[src/rtl/step_dir_decoder_if.sv]
// Command/status bundle between a motion controller and the step/direction decoder.
// The master drives step/direction commands; the slave returns coil drive and position.
interface step_dir_decoder_if;
    logic        enable;
    logic        step_in;
    logic        dir_in;
    logic        half_step;
    logic [3:0]  coil;
    logic [15:0] position;
    logic        limit_hit;
    logic        energized;

    modport master (
        output enable, step_in, dir_in, half_step,
        input  coil, position, limit_hit, energized
    );

    modport slave (
        input  enable, step_in, dir_in, half_step,
        output coil, position, limit_hit, energized
    );
endinterface

[src/rtl/step_dir_decoder.sv]
// Step/direction decoder: turns asynchronous step pulses into a bounded axis position
// and a full/half-step coil phase pattern, with idle de-energizing.
module step_dir_decoder #(
    parameter logic [15:0] POS_MAX      = 16'd24000,
    parameter logic [15:0] POS_MIN      = 16'd0,
    parameter logic [15:0] IDLE_TIMEOUT = 16'd50000
) (
    input logic clk,
    input logic reset,
    step_dir_decoder_if.slave bus
);

    typedef enum logic [1:0] {
        DISABLED  = 2'd0,
        ENERGIZED = 2'd1,
        IDLE      = 2'd2
    } state_t;

    state_t      state, stateNext;
    logic        stepS1, stepS2, stepS3;
    logic        dirS1, dirS2;
    logic        stepEvent;
    logic [15:0] posReg, posNext;
    logic [2:0]  phaseReg, phaseNext;
    logic [15:0] idleCnt, idleNext;
    logic [3:0]  coilReg, coilNext;
    logic        limitReg, limitNext;
    logic        applyStep;
    logic [2:0]  stepDelta;

    function automatic logic [3:0] phaseCoil(input logic [2:0] p);
        case (p)
            3'd0:    phaseCoil = 4'b1000;
            3'd1:    phaseCoil = 4'b1100;
            3'd2:    phaseCoil = 4'b0100;
            3'd3:    phaseCoil = 4'b0110;
            3'd4:    phaseCoil = 4'b0010;
            3'd5:    phaseCoil = 4'b0011;
            3'd6:    phaseCoil = 4'b0001;
            default: phaseCoil = 4'b1001;
        endcase
    endfunction

    assign stepEvent = stepS2 & ~stepS3;

    // Next-state and datapath: enable drop wins over any step; a step waking from IDLE is applied at once.
    always_comb begin
        stateNext = state;
        posNext   = posReg;
        phaseNext = phaseReg;
        idleNext  = idleCnt;
        limitNext = 1'b0;
        applyStep = 1'b0;
        stepDelta = bus.half_step ? 3'd1 : 3'd2;

        if (!bus.enable) begin
            stateNext = DISABLED;
            idleNext  = 16'd0;
        end else begin
            case (state)
                DISABLED: begin
                    stateNext = ENERGIZED;
                    idleNext  = 16'd0;
                end
                ENERGIZED: begin
                    if (stepEvent) begin
                        applyStep = 1'b1;
                    end else begin
                        idleNext = (idleCnt >= IDLE_TIMEOUT) ? IDLE_TIMEOUT : idleCnt + 16'd1;
                        if (idleNext == IDLE_TIMEOUT) begin
                            stateNext = IDLE;
                        end
                    end
                end
                IDLE: begin
                    if (stepEvent) begin
                        applyStep = 1'b1;
                        stateNext = ENERGIZED;
                    end
                end
                default: stateNext = DISABLED;
            endcase
        end

        if (applyStep) begin
            idleNext = 16'd0;
            if (!dirS2) begin
                if (posReg < POS_MAX) begin
                    posNext   = posReg + 16'd1;
                    phaseNext = phaseReg + stepDelta;
                end else begin
                    limitNext = 1'b1;
                end
            end else begin
                if (posReg > POS_MIN) begin
                    posNext   = posReg - 16'd1;
                    phaseNext = phaseReg - stepDelta;
                end else begin
                    limitNext = 1'b1;
                end
            end
        end

        coilNext = (stateNext == ENERGIZED) ? phaseCoil(phaseNext) : 4'b0000;
    end

    // Synchronizers and all architectural registers; step flops reset high so a held step is not an edge.
    always_ff @(posedge clk) begin
        if (reset) begin
            stepS1   <= 1'b1;
            stepS2   <= 1'b1;
            stepS3   <= 1'b1;
            dirS1    <= 1'b0;
            dirS2    <= 1'b0;
            state    <= DISABLED;
            posReg   <= 16'd0;
            phaseReg <= 3'd0;
            idleCnt  <= 16'd0;
            coilReg  <= 4'b0000;
            limitReg <= 1'b0;
        end else begin
            stepS1   <= bus.step_in;
            stepS2   <= stepS1;
            stepS3   <= stepS2;
            dirS1    <= bus.dir_in;
            dirS2    <= dirS1;
            state    <= stateNext;
            posReg   <= posNext;
            phaseReg <= phaseNext;
            idleCnt  <= idleNext;
            coilReg  <= coilNext;
            limitReg <= limitNext;
        end
    end

    assign bus.coil      = coilReg;
    assign bus.position  = posReg;
    assign bus.limit_hit = limitReg;
    assign bus.energized = (state == ENERGIZED);

endmodule

[src/flat_wrapper.sv]
// flat-port wrapper written by rule: the top's interface ports become plain ports
module step_dir_decoder_flat 
#(
    parameter logic [15:0] POS_MAX      = 16'd24000,
    parameter logic [15:0] POS_MIN      = 16'd0,
    parameter logic [15:0] IDLE_TIMEOUT = 16'd50000
)
  (clk, reset, bus_enable, bus_step_in, bus_dir_in, bus_half_step, bus_coil, bus_position, bus_limit_hit, bus_energized);
  step_dir_decoder_if bus_i ();
  input logic clk;
  input logic reset;
  input wire logic [$bits(bus_i.enable)-1:0] bus_enable;
  input wire logic [$bits(bus_i.step_in)-1:0] bus_step_in;
  input wire logic [$bits(bus_i.dir_in)-1:0] bus_dir_in;
  input wire logic [$bits(bus_i.half_step)-1:0] bus_half_step;
  output wire logic [$bits(bus_i.coil)-1:0] bus_coil;
  output wire logic [$bits(bus_i.position)-1:0] bus_position;
  output wire logic [$bits(bus_i.limit_hit)-1:0] bus_limit_hit;
  output wire logic [$bits(bus_i.energized)-1:0] bus_energized;
  assign bus_i.enable = bus_enable;
  assign bus_i.step_in = bus_step_in;
  assign bus_i.dir_in = bus_dir_in;
  assign bus_i.half_step = bus_half_step;
  assign bus_coil = bus_i.coil;
  assign bus_position = bus_i.position;
  assign bus_limit_hit = bus_i.limit_hit;
  assign bus_energized = bus_i.energized;
  step_dir_decoder #(.POS_MAX(POS_MAX), .POS_MIN(POS_MIN), .IDLE_TIMEOUT(IDLE_TIMEOUT)) u_core (.clk(clk), .reset(reset), .bus(bus_i));
endmodule
[config.mk]
export PLATFORM = sky130hd
export DESIGN_NAME = step_dir_decoder_flat
export DESIGN_NICKNAME = d
export VERILOG_FILES = /design/src/rtl/step_dir_decoder_if.sv /design/src/rtl/step_dir_decoder.sv /design/src/flat_wrapper.sv
export SDC_FILE = /design/constraint.sdc
export NUM_CORES = 1
export LEC_CHECK = 0
export BUFFER_PORTS_ARGS = -buffer_cell sky130_fd_sc_hd__buf_2
export CAP_MARGIN = 25
export CORE_ASPECT_RATIO = 0.5
export CORE_MARGIN = 2
export CORE_UTILIZATION = 40
export CTS_CLUSTER_SIZE = 25
export DETAILED_ROUTE_END_ITERATION = 10
export HOLD_SLACK_MARGIN = 0.15
export PLACE_DENSITY_LB_ADDON = 0.3
export SLEW_MARGIN = 10
export SYNTH_ARGS = -nofsm -noshare
export SYNTH_HDL_FRONTEND = slang
export SYNTH_SLANG_ARGS = --single-unit
[constraint.sdc]
create_clock -name clk -period 6.7 [get_ports clk]
set_input_delay 1.34 -clock clk [delete_from_list [all_inputs] [get_ports clk]]
set_output_delay 1.34 -clock clk [all_outputs]
set_load 0.05 [all_outputs]
==> results of run 1 <==
[cell type report]
class                           count  area share [%]
Clock buffer                        8            4.52
Inverter                           12            1.30
Multi-Input combinational cell    315            59.2
Sequential cell                    47            27.2
Tap cell                           96            3.47
Timing Repair Buffer               28            4.34
[Yosys cell counts (all sizes together) (2+ instances only)]
master and number:
nor2 58, xor2 5, nand3b 3, o21ai 27, or3 7, inv 12
buf 7, dfxtp 47, clkbuf 6, or2 3, nand2 30, nand4 4
a31oi 6, mux2i 8, and4 2, a21oi 31, o2111ai 2, a31o 2
nor4 8, a21o 3, a311oi 3, nor2b 5, fa 3, nand2b 5
o21a 6, nor3 14, a211oi 8, nand3 9, xnor2 12, and3 3
ha 22, a22oi 2, and2 8, o31ai 3
[per-stage QoR]
stage	std cells	hold WS, ns	setup slack, ns	power (mW)
floorplan	387	0.389	3.79	0.325
global placement	497	0.391	3.33	0.335
detailed placement	497	0.393	3.29	0.336
CTS	505	0.409	3.59	0.606
global route	506	0.424	3.41	0.622
finish	506	0.407	3.63	0.600
[cells by family (layout without fill, tap and decap cells)]
logic type	Yosys count	after routing	share of synthesized area, %
AOI/OAI and AO/OA	102	102	21.3
xor gates and xnor gates	17	17	4.82
adders and majority gates	25	25	10.8
buffers and inverters	25	48	3.28
DFF	47	47	30.4
muxes	9	9	3.08
and+or+nand+nor	162	162	26.2
[routing by layer]
metal  track usage [%]  part of all wire [%]  vias to the layer above
met1              22.6                    51                     1238
met4              5.77                   1.6                        0
met2              27.7                    44                       37
li1                  -                     -                     1441
met3              4.05                   3.4                       10
met5                 0                     0                        -
[power by group through the flow]
stage,clock network (mW),logic (mW),registers (mW)
floorplan,0,0.0328,0.292
global placement,0,0.0439,0.291
detailed placement,0,0.0444,0.291
CTS,0.277,0.0447,0.285
global route,0.287,0.0502,0.285
finish,0.271,0.0446,0.285
[state kept, by name (all words and copies together) (netlist names)]
signal	cells
u_core.stepS3	1
u_core.state	2
u_core.bus.position	16
u_core.stepS1	1
u_core.bus.coil	4
u_core.dirS1	1
u_core.bus.limit_hit	1
u_core.phaseReg	3
u_core.idleCnt	16
u_core.stepS2	1
u_core.dirS2	1
[final timing paths]
check / slack [ns] / cells after the start / end
max: 3.63 / 9 / u_core.bus.position[15]$_SDFFE_PP0P_
max reg2reg: 3.63 / 9 / u_core.bus.position[15]$_SDFFE_PP0P_
min reg2reg: 0.41 / 1 / u_core.stepS2$_SDFF_PP1_
min: 0.41 / 1 / u_core.stepS2$_SDFF_PP1_
==> summary.txt, run 1 <==
Status
  – Outcome: finished, final reports clean

Synth
  – Most used DFF post-synth: dfxtp_1
  – Mapped Cells: 387
  – Post-Synthesis Net Count: 418
  – Synth async-reset ratio: 0%
  – Mean Syn Cell Area: 7.99 sq um
  – Distinct cells, synth: 56
  – #FFs+latches synth: 47
  – Area leader, netlist: dfxtp_1
  – Share of the synthesized area in the top cell type: 30.4%
  – Top area cells in the synthesized netlist: dfxtp_1 (30%), ha_1 (8.9%), nor2_1 (7.0%)
  – Fraction of the yosys area taken by sequential cells: 30.4%
  – Synthesized cell area: 3090 sq um
  – Post-synth EDFFs: 0
  – Syn. warnings: 0

Setup path
  – Crit path launch type: register
  – CP arrival: 3.30 ns
  – Critical Path Source: u_core.dirS2$_SDFF_PP0_
  – Worst setup EP type: register
  – CP bufs+invs: 0
  – Crit-path leading delay family: compound AO/OA/AOI/OAI gates
  – CP max FO: 21
  – WP data required: 6.93 ns
  – Worst reg2reg path startpoint: u_core.dirS2$_SDFF_PP0_
  – Crit-path most repeated cell: a21oi_1
  – Crit-path slowest cell: dfxtp_1
  – Setup CP Type: register to register
  – Worst path cell trace: ha_1, a211oi_1, o21ai_1, a21oi_1, o31ai_1, o41ai_1, xnor2_1, or3_1, a21oi_1
  – CP peak stage delay: 0.81 ns

Power
  – NetSw: 0.144 mW
  – Max VDD drop: 0.0000977 V
  – Leakage: 1.40 nW
  – Combinational share of power: 7.4%
  – Share of power burned in registers: 47.5%
  – Cell-internal power: 0.456 mW
  – Proportion of power drawn by the clock network: 45.1%
  – Sw Share: 23.9%
  – P per Cell Area: 173 nW/um^2

Clocking
  – Post_cts resized: 0
  – Hold-fix buffers, CTS: 0
  – TritonCTS Buffers: 5
  – CTS root buffer: clkbuf_16
  – CTS tree: yes
  – Post-CTS Setup Inserts: 0
  – H-tree levels: 2
  – Clk buf depth: 2
  – CTS Sinks: 47
  – Clk_lat worst skew: 0.30 ns
  – Worst-path clk slew: 0.07 ns

Detailed routing
  – Post-route ant nets: 0
  – Vias per inst: 5.39
  – Initial DRC Count: 164
  – WL/cell: 13.4 um
  – DRC: 0
  – WL final: 6.79 mm
  – First-pass DRT Iterations: 4
  – Routed vias: 2,726

STA
  – Slew @ Worst Pin: 0.763 ns
  – Min cycle time layout: 3.07 ns
  – Setup TNS Final: 0 ns
  – Setup Skew: 0.00746 ns
  – Period utilisation layout: 45.8%
  – Slew headroom: 49.1%
  – Hold Vio Cnt, Final: 0
  – Final setup fails: 0
  – Max Slew Vio Count: 0
  – RSZ-0062 raised after global routing: false
  – Peak Freq: 326 MHz

Floorplanning
  – Initial core utilization: 41.8%
  – DIE HEIGHT: 66.2 um
  – Row cnt: 22
  – I/O Pins: 28
  – Die area: 8490 sq um
  – Die Wd: 128 um
  – Core Region: 7400 sq um

Cells and area
  – Commonest cells after routing, fill and taps aside: nor2_1 (58), dfxtp_1 (47), a21oi_1 (31)
  – Most common cell after layout, fill and taps aside: nor2_1
  – Finished Cell Area: 3460 sq um
  – Reg area: 941 sq um
  – Final Util: 46.8%
  – Antenna cells: 0
  – Area of the multi-input gates: 2050 sq um
  – Filler cell count: 760
  – Area Growth Syn to Fin: 12.0%
  – Share of cells above drive strength 1: 12.4%
  – Layout Nets: 440

Global routing
  – Vias in the first global route: 2,477
  – Initial antenna violation count: 0
  – First-pass GRT wire length: 11.5 mm
  – GR Overflow Total: 0
  – GR Util All Layers: 17.1%
  – Largest net degree at the start of global routing: 29

Min path
  – Hold Path Class: register to register
  – Min-delay src: u_core.stepS1$_SDFF_PP1_

Flow run
  – Max_cap viols: 0

Placement
  – Final HPWL DP: 4.85 mm
  – Number of buffers added on ports: 27
  – GPL Wtd Cong: 0.844
  – Placement Cell Area: 3290 sq um
Power figures use the tool's default switching activity.
==> run 2, diff against run 1 <==
--- a/config.mk
+++ b/config.mk
@@ -5,6 +5,7 @@
 export SDC_FILE = /design/constraint.sdc
 export NUM_CORES = 1
 export LEC_CHECK = 0
+export ABC_AREA = 1
 export BUFFER_PORTS_ARGS = -buffer_cell sky130_fd_sc_hd__buf_2
 export CAP_MARGIN = 25
 export CORE_ASPECT_RATIO = 0.5
==> constraint.sdc (replaced) <==
create_clock -name clk -period 2.81 [get_ports clk]
set_input_delay 0.562 -clock clk [delete_from_list [all_inputs] [get_ports clk]]
set_output_delay 0.562 -clock clk [all_outputs]
set_load 0.05 [all_outputs]
==> summary.txt, run 2 <==
Status
  – Outcome: finished, final reports clean

Synth
  – #FFs+latches synth: 47 (unchanged)
  – Synth async-reset ratio: 0% (unchanged)
  – Post-synth EDFFs: 0 (unchanged)
  – Mean Syn Cell Area: 6.82 sq um (-15%)
  – Fraction of the yosys area taken by sequential cells: 29.3% (-1.1 points)
  – Distinct cells, synth: 36 (-36%)
  – Top cells by count, synth: nand2_1 (100), inv_1 (61), a21oi_1 (48)
  – Syn. warnings: 0 (unchanged)
  – Area leader, netlist: dfxtp_1
  – Share of the synthesized area in the top cell type: 29.3% (-1.1 points)
  – Most used DFF post-synth: dfxtp_1
  – Post-Synthesis Net Count: 502 (+20%)
  – Mapped Cells: 471 (+22%)
  – Synthesized cell area: 3210 sq um (+3.9%)
  – Most numerous cell in the Yosys netlist: nand2_1
  – Top area cells in the synthesized netlist: dfxtp_1 (29%), nand2_1 (12%), ha_1 (8.6%)

Global routing
  – Initial antenna violation count: 0 (unchanged)
  – GR Util All Layers: 16.7% (-0.35 points)
  – Grt met2 use: 28.6% (+0.92 points)
  – Met3 Use GR: 2.69% (-1.4 points)
  – Top Usage Layer GRT: met2
  – GR Overflow Total: 0 (unchanged)
  – Largest net degree at the start of global routing: 22 (-24%)
  – Vias in the first global route: 2,662 (+7.5%)
  – First-pass GRT wire length: 11.9 mm (+3.3%)
  – M1 GR Usage: 22.0% (-0.53 points)

Floorplanning
  – Row cnt: 23 (+4.5%)
  – Initial core utilization: 40.7% (-1.0 points)
  – I/O Pins: 28 (unchanged)
  – Die area: 8810 sq um (+3.7%)
  – Core Region: 7890 sq um (+6.5%)
  – DIE HEIGHT: 67.4 um (+1.8%)
  – Die Wd: 131 um (+1.9%)

Detailed routing
  – Routed vias: 2,979 (+9.3%)
  – DRC: 0 (unchanged)
  – Post-route ant nets: 0 (unchanged)
  – WL final: 7.04 mm (+3.7%)
  – WL/cell: 11.5 um (-15%)
  – Initial DRC Count: 182 (+11%)
  – First-pass DRT Iterations: 4 (unchanged)
  – Vias per inst: 4.85 (-9.9%)

Clocking
  – Clk_lat worst skew: 0.29 ns (about the same)
  – Post-CTS Setup Inserts: 0 (unchanged)
  – TritonCTS Buffers: 5 (unchanged)
  – Hold-fix buffers, CTS: 0 (unchanged)
  – H-tree levels: 2 (unchanged)
  – CTS root buffer: clkbuf_16
  – Post_cts resized: 0 (unchanged)
  – CTS Sinks: 47 (unchanged)
  – Clk buf depth: 2 (unchanged)
  – Worst-path clk slew: 0.07 ns (about the same)
  – CTS tree: yes

STA
  – Hold Vio Cnt, Final: 0 (unchanged)
  – Setup Skew: 0.00749 ns (+0.0000326 ns)
  – Peak Freq: 417 MHz (+28%)
  – Setup TNS Final: 0 ns (unchanged)
  – Slew headroom: 73.1% (+24 points)
  – Max Slew Vio Count: 0 (unchanged)
  – RSZ-0062 raised after global routing: false
  – Period utilisation layout: 85.3% (+40 points)
  – Min cycle time layout: 2.40 ns (-0.671 ns)
  – Hold slack: 0.419 ns (+0.0119 ns)
  – Slew @ Worst Pin: 0.403 ns (-0.359 ns)
  – Final setup fails: 0 (unchanged)

Cells and area
  – Layout Nets: 532 (+21%)
  – Commonest cells after routing, fill and taps aside: nand2_1 (100), inv_1 (61), a21oi_1 (48)
  – Final Util: 46.3% (-0.45 points)
  – Final Non-Filler Cells: 614 (+21%)
  – Area Growth Syn to Fin: 13.6%
  – Filler cell count: 808 (+6.3%)
  – Antenna cells: 0 (unchanged)
  – Finished Cell Area: 3650 sq um (+5.5%)
  – Most common cell after layout, fill and taps aside: nand2_1
  – Share of cells above drive strength 1: 14.5% (+2.1 points)

Power
  – Leakage: 1.68 nW (+20%)
  – Share of power burned in registers: 45.8% (-1.7 points)
  – Sw Share: 23.5% (-0.48 points)
  – NetSw: 0.347 mW (+140%)
  – P per Cell Area: 405 nW/um^2 (+130%)
  – Combinational share of power: 7.3% (about the same)
  – Max VDD drop: 0.000223 V (+130%)
  – Cell-internal power: 1.13 mW (+150%)
  – Proportion of power drawn by the clock network: 46.9% (+1.8 points)

Placement
  – Number of buffers added on ports: 27 (unchanged)
  – GPL Wtd Cong: 0.869 (+2.9%)
  – Post-Place Cells: 606 (+22%)
  – Final HPWL DP: 5.50 mm (+13%)
  – Placement Cell Area: 3480 sq um (+5.7%)

Flow run
  – Max_cap viols: 0 (unchanged)

Setup path
  – Crit-path slowest cell: dfxtp_1
  – Worst setup EP type: register
  – CP arrival: 2.62 ns (-0.68 ns)
  – Worst path cell trace: inv_1, fa_1, inv_1, a21oi_1, o21ai_0, nand2_1, nand2_1, inv_1, o21ai_0, xor2_1, o21ai_0, a21oi_1
  – CP bufs+invs: 3 (+3)
  – Setup CP Type: register to register
  – WP data required: 3.03 ns (-3.90 ns)
  – Crit path launch type: register
  – Crit-path leading delay family: compound AO/OA/AOI/OAI gates
  – CP max FO: 10 (-52%)
  – CP peak stage delay: 0.55 ns (-0.26 ns)

Min path
  – Hold Path Class: register to register
run 2: cell count changes after synthesis, moves of 7 or more:
cell / before / now
xnor2_1: 12 / 4
a21oi_1: 31 / 48
inv_1: 12 / 61
nor2_1: 58 / 39
nand2_1: 29 / 100
nand3_1: 7 / 38
nor4_1: 8 / 1
nor3_1: 14 / 4
mux2i_1: 8 / 0
run 2: final timing paths:
| kind | startpoint | to | slack, ns | cells past startpoint |
|---|---|---|---|---|
| worst min register to register | u_core.stepS1$_SDFF_PP1_ | u_core.stepS2$_SDFF_PP1_ | 0.42 | 1 |
| worst max register to register | u_core.dirS2$_SDFF_PP0_ | u_core.bus.position[8]$_SDFFE_PP0P_ | 0.41 | 12 |
| worst max-delay path | u_core.dirS2$_SDFF_PP0_ | u_core.bus.position[8]$_SDFFE_PP0P_ | 0.41 | 12 |
| worst min-delay path | u_core.stepS1$_SDFF_PP1_ | u_core.stepS2$_SDFF_PP1_ | 0.42 | 1 |
run 2: per-layer routing:
layer | part of all wire (%) | vias up
li1 | - | 1598
met1 | 51 | 1337
met2 | 46 | 32
met3 | 1.6 | 12
met4 | 1.4 | 0
met5 | 0 | -
run 2: layout make-up:
class	count	area (sq um)	area share, %
Tap cell	112	140	3.84
Timing Repair Buffer	33	180	4.93
Clock buffer	5	125	3.43
Clock inverter	3	47.5	1.30
Multi-Input combinational cell	347	1970	53.8
Inverter	67	251	6.89
Sequential cell	47	941	25.8
run 2: cell families (layout without fill, tap and decap cells):
kind of cell | after synthesis | after routing | share of synthesized area (%)
simple gates | 217 | 217 | 31.2
compound gates | 90 | 90 | 15.4
buf+inv | 77 | 108 | 9.54
flops | 47 | 47 | 29.3
fa+ha+maj | 25 | 25 | 10.4
xor+xnor | 15 | 15 | 4.09
run 2: power groups by stage:
stage,Clock (mW),Sequential (mW),Combinational [mW]
floorplan,0,0.700,0.0694
global placement,0,0.693,0.107
detailed placement,0,0.693,0.108
CTS,0.711,0.678,0.108
global route,0.729,0.679,0.120
finish,0.693,0.678,0.108
run 2: metrics by stage:
step / worst slack (ns) / power [mW]
floorplan: 0.410 / 0.770
global placement: 0.494 / 0.800
detailed placement: 0.428 / 0.801
CTS: 0.417 / 1.50
global route: 0.0982 / 1.53
finish: 0.412 / 1.48
==> run 3, diff against run 2 <==
--- a/config.mk
+++ b/config.mk
@@ -15,6 +15,7 @@
 export DETAILED_ROUTE_END_ITERATION = 10
 export HOLD_SLACK_MARGIN = 0.15
 export PLACE_DENSITY_LB_ADDON = 0.3
+export REMOVE_ABC_BUFFERS = 1
 export SLEW_MARGIN = 10
 export SYNTH_ARGS = -nofsm -noshare
 export SYNTH_HDL_FRONTEND = slang
==> summary.txt, run 3 (synthesis results as in run 2) <==
Floorplanning
  – I/O Pins: 28 (unchanged)
  – Core Region: 7890 sq um (unchanged)
  – Initial core utilization: 40.7% (unchanged)
  – DIE HEIGHT: 67.4 um (unchanged)
  – Die area: 8810 sq um (unchanged)
  – Die Wd: 131 um (unchanged)
  – Row cnt: 23 (unchanged)

Setup path
  – Worst setup EP type: register
  – Setup CP Type: register to register
  – Worst-case reg-to-reg path depth: 12 (unchanged)
  – CP max FO: 10 (unchanged)
  – WP data required: 3.03 ns (about the same)
  – CP arrival: 2.62 ns (about the same)
  – Crit path launch type: register

Detailed routing
  – Routed vias: 2,973 (-0.20%)
  – WL final: 6.98 mm (-0.91%)
  – Post-route ant nets: 0 (unchanged)
  – First-pass DRT Iterations: 4 (unchanged)
  – WL/cell: 11.4 um (-0.91%)
  – Vias per inst: 4.84 (-0.20%)
  – Initial DRC Count: 170 (-6.6%)
  – DRC: 0 (unchanged)

Placement
  – Setup slack after placement: 0.438 ns (+0.0103 ns)
  – GPL Wtd Cong: 0.831 (-4.4%)
  – Final HPWL DP: 5.34 mm (-2.9%)
  – Number of buffers added on ports: 27 (unchanged)
  – Placement Cell Area: 3480 sq um (unchanged)

STA
  – Hold slack: 0.409 ns (-0.00953 ns)
  – Peak Freq: 417 MHz (about the same)
  – Slew @ Worst Pin: 0.399 ns (-0.00467 ns)
  – Slew headroom: 73.3% (+0.22 points)
  – Final setup fails: 0 (unchanged)
  – Setup TNS Final: 0 ns (unchanged)
  – Setup ws final: 0.412 ns (-0.000322 ns)
  – Hold Vio Cnt, Final: 0 (unchanged)
  – RSZ-0062 raised after global routing: false
  – Setup Skew: 0.00356 ns (-0.00394 ns)
  – Max Slew Vio Count: 0 (unchanged)
  – Period utilisation layout: 85.3% (about the same)
  – Min cycle time layout: 2.40 ns (+0.000322 ns)

Cells and area
  – Layout Nets: 532 (unchanged)
  – Antenna cells: 0 (unchanged)
  – Reg area: 941 sq um (unchanged)
  – Commonest cells after routing, fill and taps aside: nand2_1 (100), inv_1 (61), a21oi_1 (48)
  – Area Growth Syn to Fin: 14.3%
  – Area of the multi-input gates: 1970 sq um (unchanged)
  – Filler cell count: 839 (+3.8%)
  – Most common cell after layout, fill and taps aside: nand2_1
  – Final Util: 46.6% (+0.25 points)
  – Finished Cell Area: 3670 sq um (+0.55%)
  – Share of cells above drive strength 1: 14.5% (unchanged)

Global routing
  – GR Util All Layers: 16.7% (about the same)
  – Initial antenna violation count: 0 (unchanged)
  – First-pass GRT wire length: 11.9 mm (unchanged)
  – Largest net degree at the start of global routing: 22 (unchanged)
  – Vias in the first global route: 2,704 (+1.6%)
  – GR Overflow Total: 0 (unchanged)

Min path
  – Hold Path Depth: 1 (unchanged)
  – Hold Path Class: register to register

Clocking
  – CTS root buffer: clkbuf_16
  – Clk_lat worst skew: 0.29 ns (about the same)
  – H-tree levels: 2 (unchanged)
  – TritonCTS Buffers: 5 (unchanged)
  – Post-CTS Setup Inserts: 0 (unchanged)
  – Post_cts resized: 0 (unchanged)
  – Worst-path clk slew: 0.07 ns (about the same)
  – Clk buf depth: 2 (unchanged)
  – Hold-fix buffers, CTS: 0 (unchanged)
  – CTS Sinks: 47 (unchanged)
  – CTS tree: yes

Power
  – Leakage: 1.68 nW (+0.34%)
  – P per Cell Area: 424 nW/um^2 (+4.8%)
  – Max VDD drop: 0.000329 V (+48%)

Flow run
  – Max_cap viols: 0 (unchanged)

Status
  – Outcome: finished, final reports clean
run 3: changes by cell type in the layout (fill, tap and decap cells not counted):
cell,delta
inv_6,-1
clkinv_4,-1
bufinv_16,+1
clkinvlp_4,+1
run 3: worst max-delay path: stages, from the launching register on:
cell,delay [ns]
dfxtp_1,0.54
inv_1,0.18
fa_1,0.43
inv_1,0.07
a21oi_1,0.05
o21ai_0,0.25
nand2_1,0.08
nand2_1,0.15
inv_1,0.05
o21ai_0,0.18
xor2_1,0.16
o21ai_0,0.08
a21oi_1,0.11
run 3: power by group:
part	total (mW)	switching (mW)	internal, mW
sequential	0.678	0.00556	0.672
clock	0.773	0.263	0.510
combinational	0.107	0.0720	0.0349
run 3: path summary, 6_finish.rpt:
| kind | from | slack, ns | end |
|---|---|---|---|
| worst max-delay path | u_core.dirS2$_SDFF_PP0_ | 0.41 | u_core.bus.position[8]$_SDFFE_PP0P_ |
| worst min register to register | u_core.stepS1$_SDFF_PP1_ | 0.41 | u_core.stepS2$_SDFF_PP1_ |
| worst max register to register | u_core.dirS2$_SDFF_PP0_ | 0.41 | u_core.bus.position[8]$_SDFFE_PP0P_ |
| worst min-delay path | u_core.stepS1$_SDFF_PP1_ | 0.41 | u_core.stepS2$_SDFF_PP1_ |
run 3: area by class of cell:
class                   count  share of cell area, %
clock buffers               5                   3.41
multi-input cells         347                   53.5
well taps                 112                   3.82
flip-flops and latches     47                   25.6
repair buffers             33                   4.91
clock inverters             3                   1.84
inverters                  67                   6.85
run 3: metrics by stage:
stage,total power [mW],instances
floorplan,0.766,461
global placement,0.800,606
detailed placement,0.801,606
CTS,1.58,614
global route,1.62,614
finish,1.56,614
run 3: layer usage:
metal,global-route usage (%),wire length [um],up-vias
met5,0,0,-
met4,4.12,56,0
met3,3.01,131,8
met2,28.1,3220,33
met1,22.6,3570,1345
li1,-,-,1587
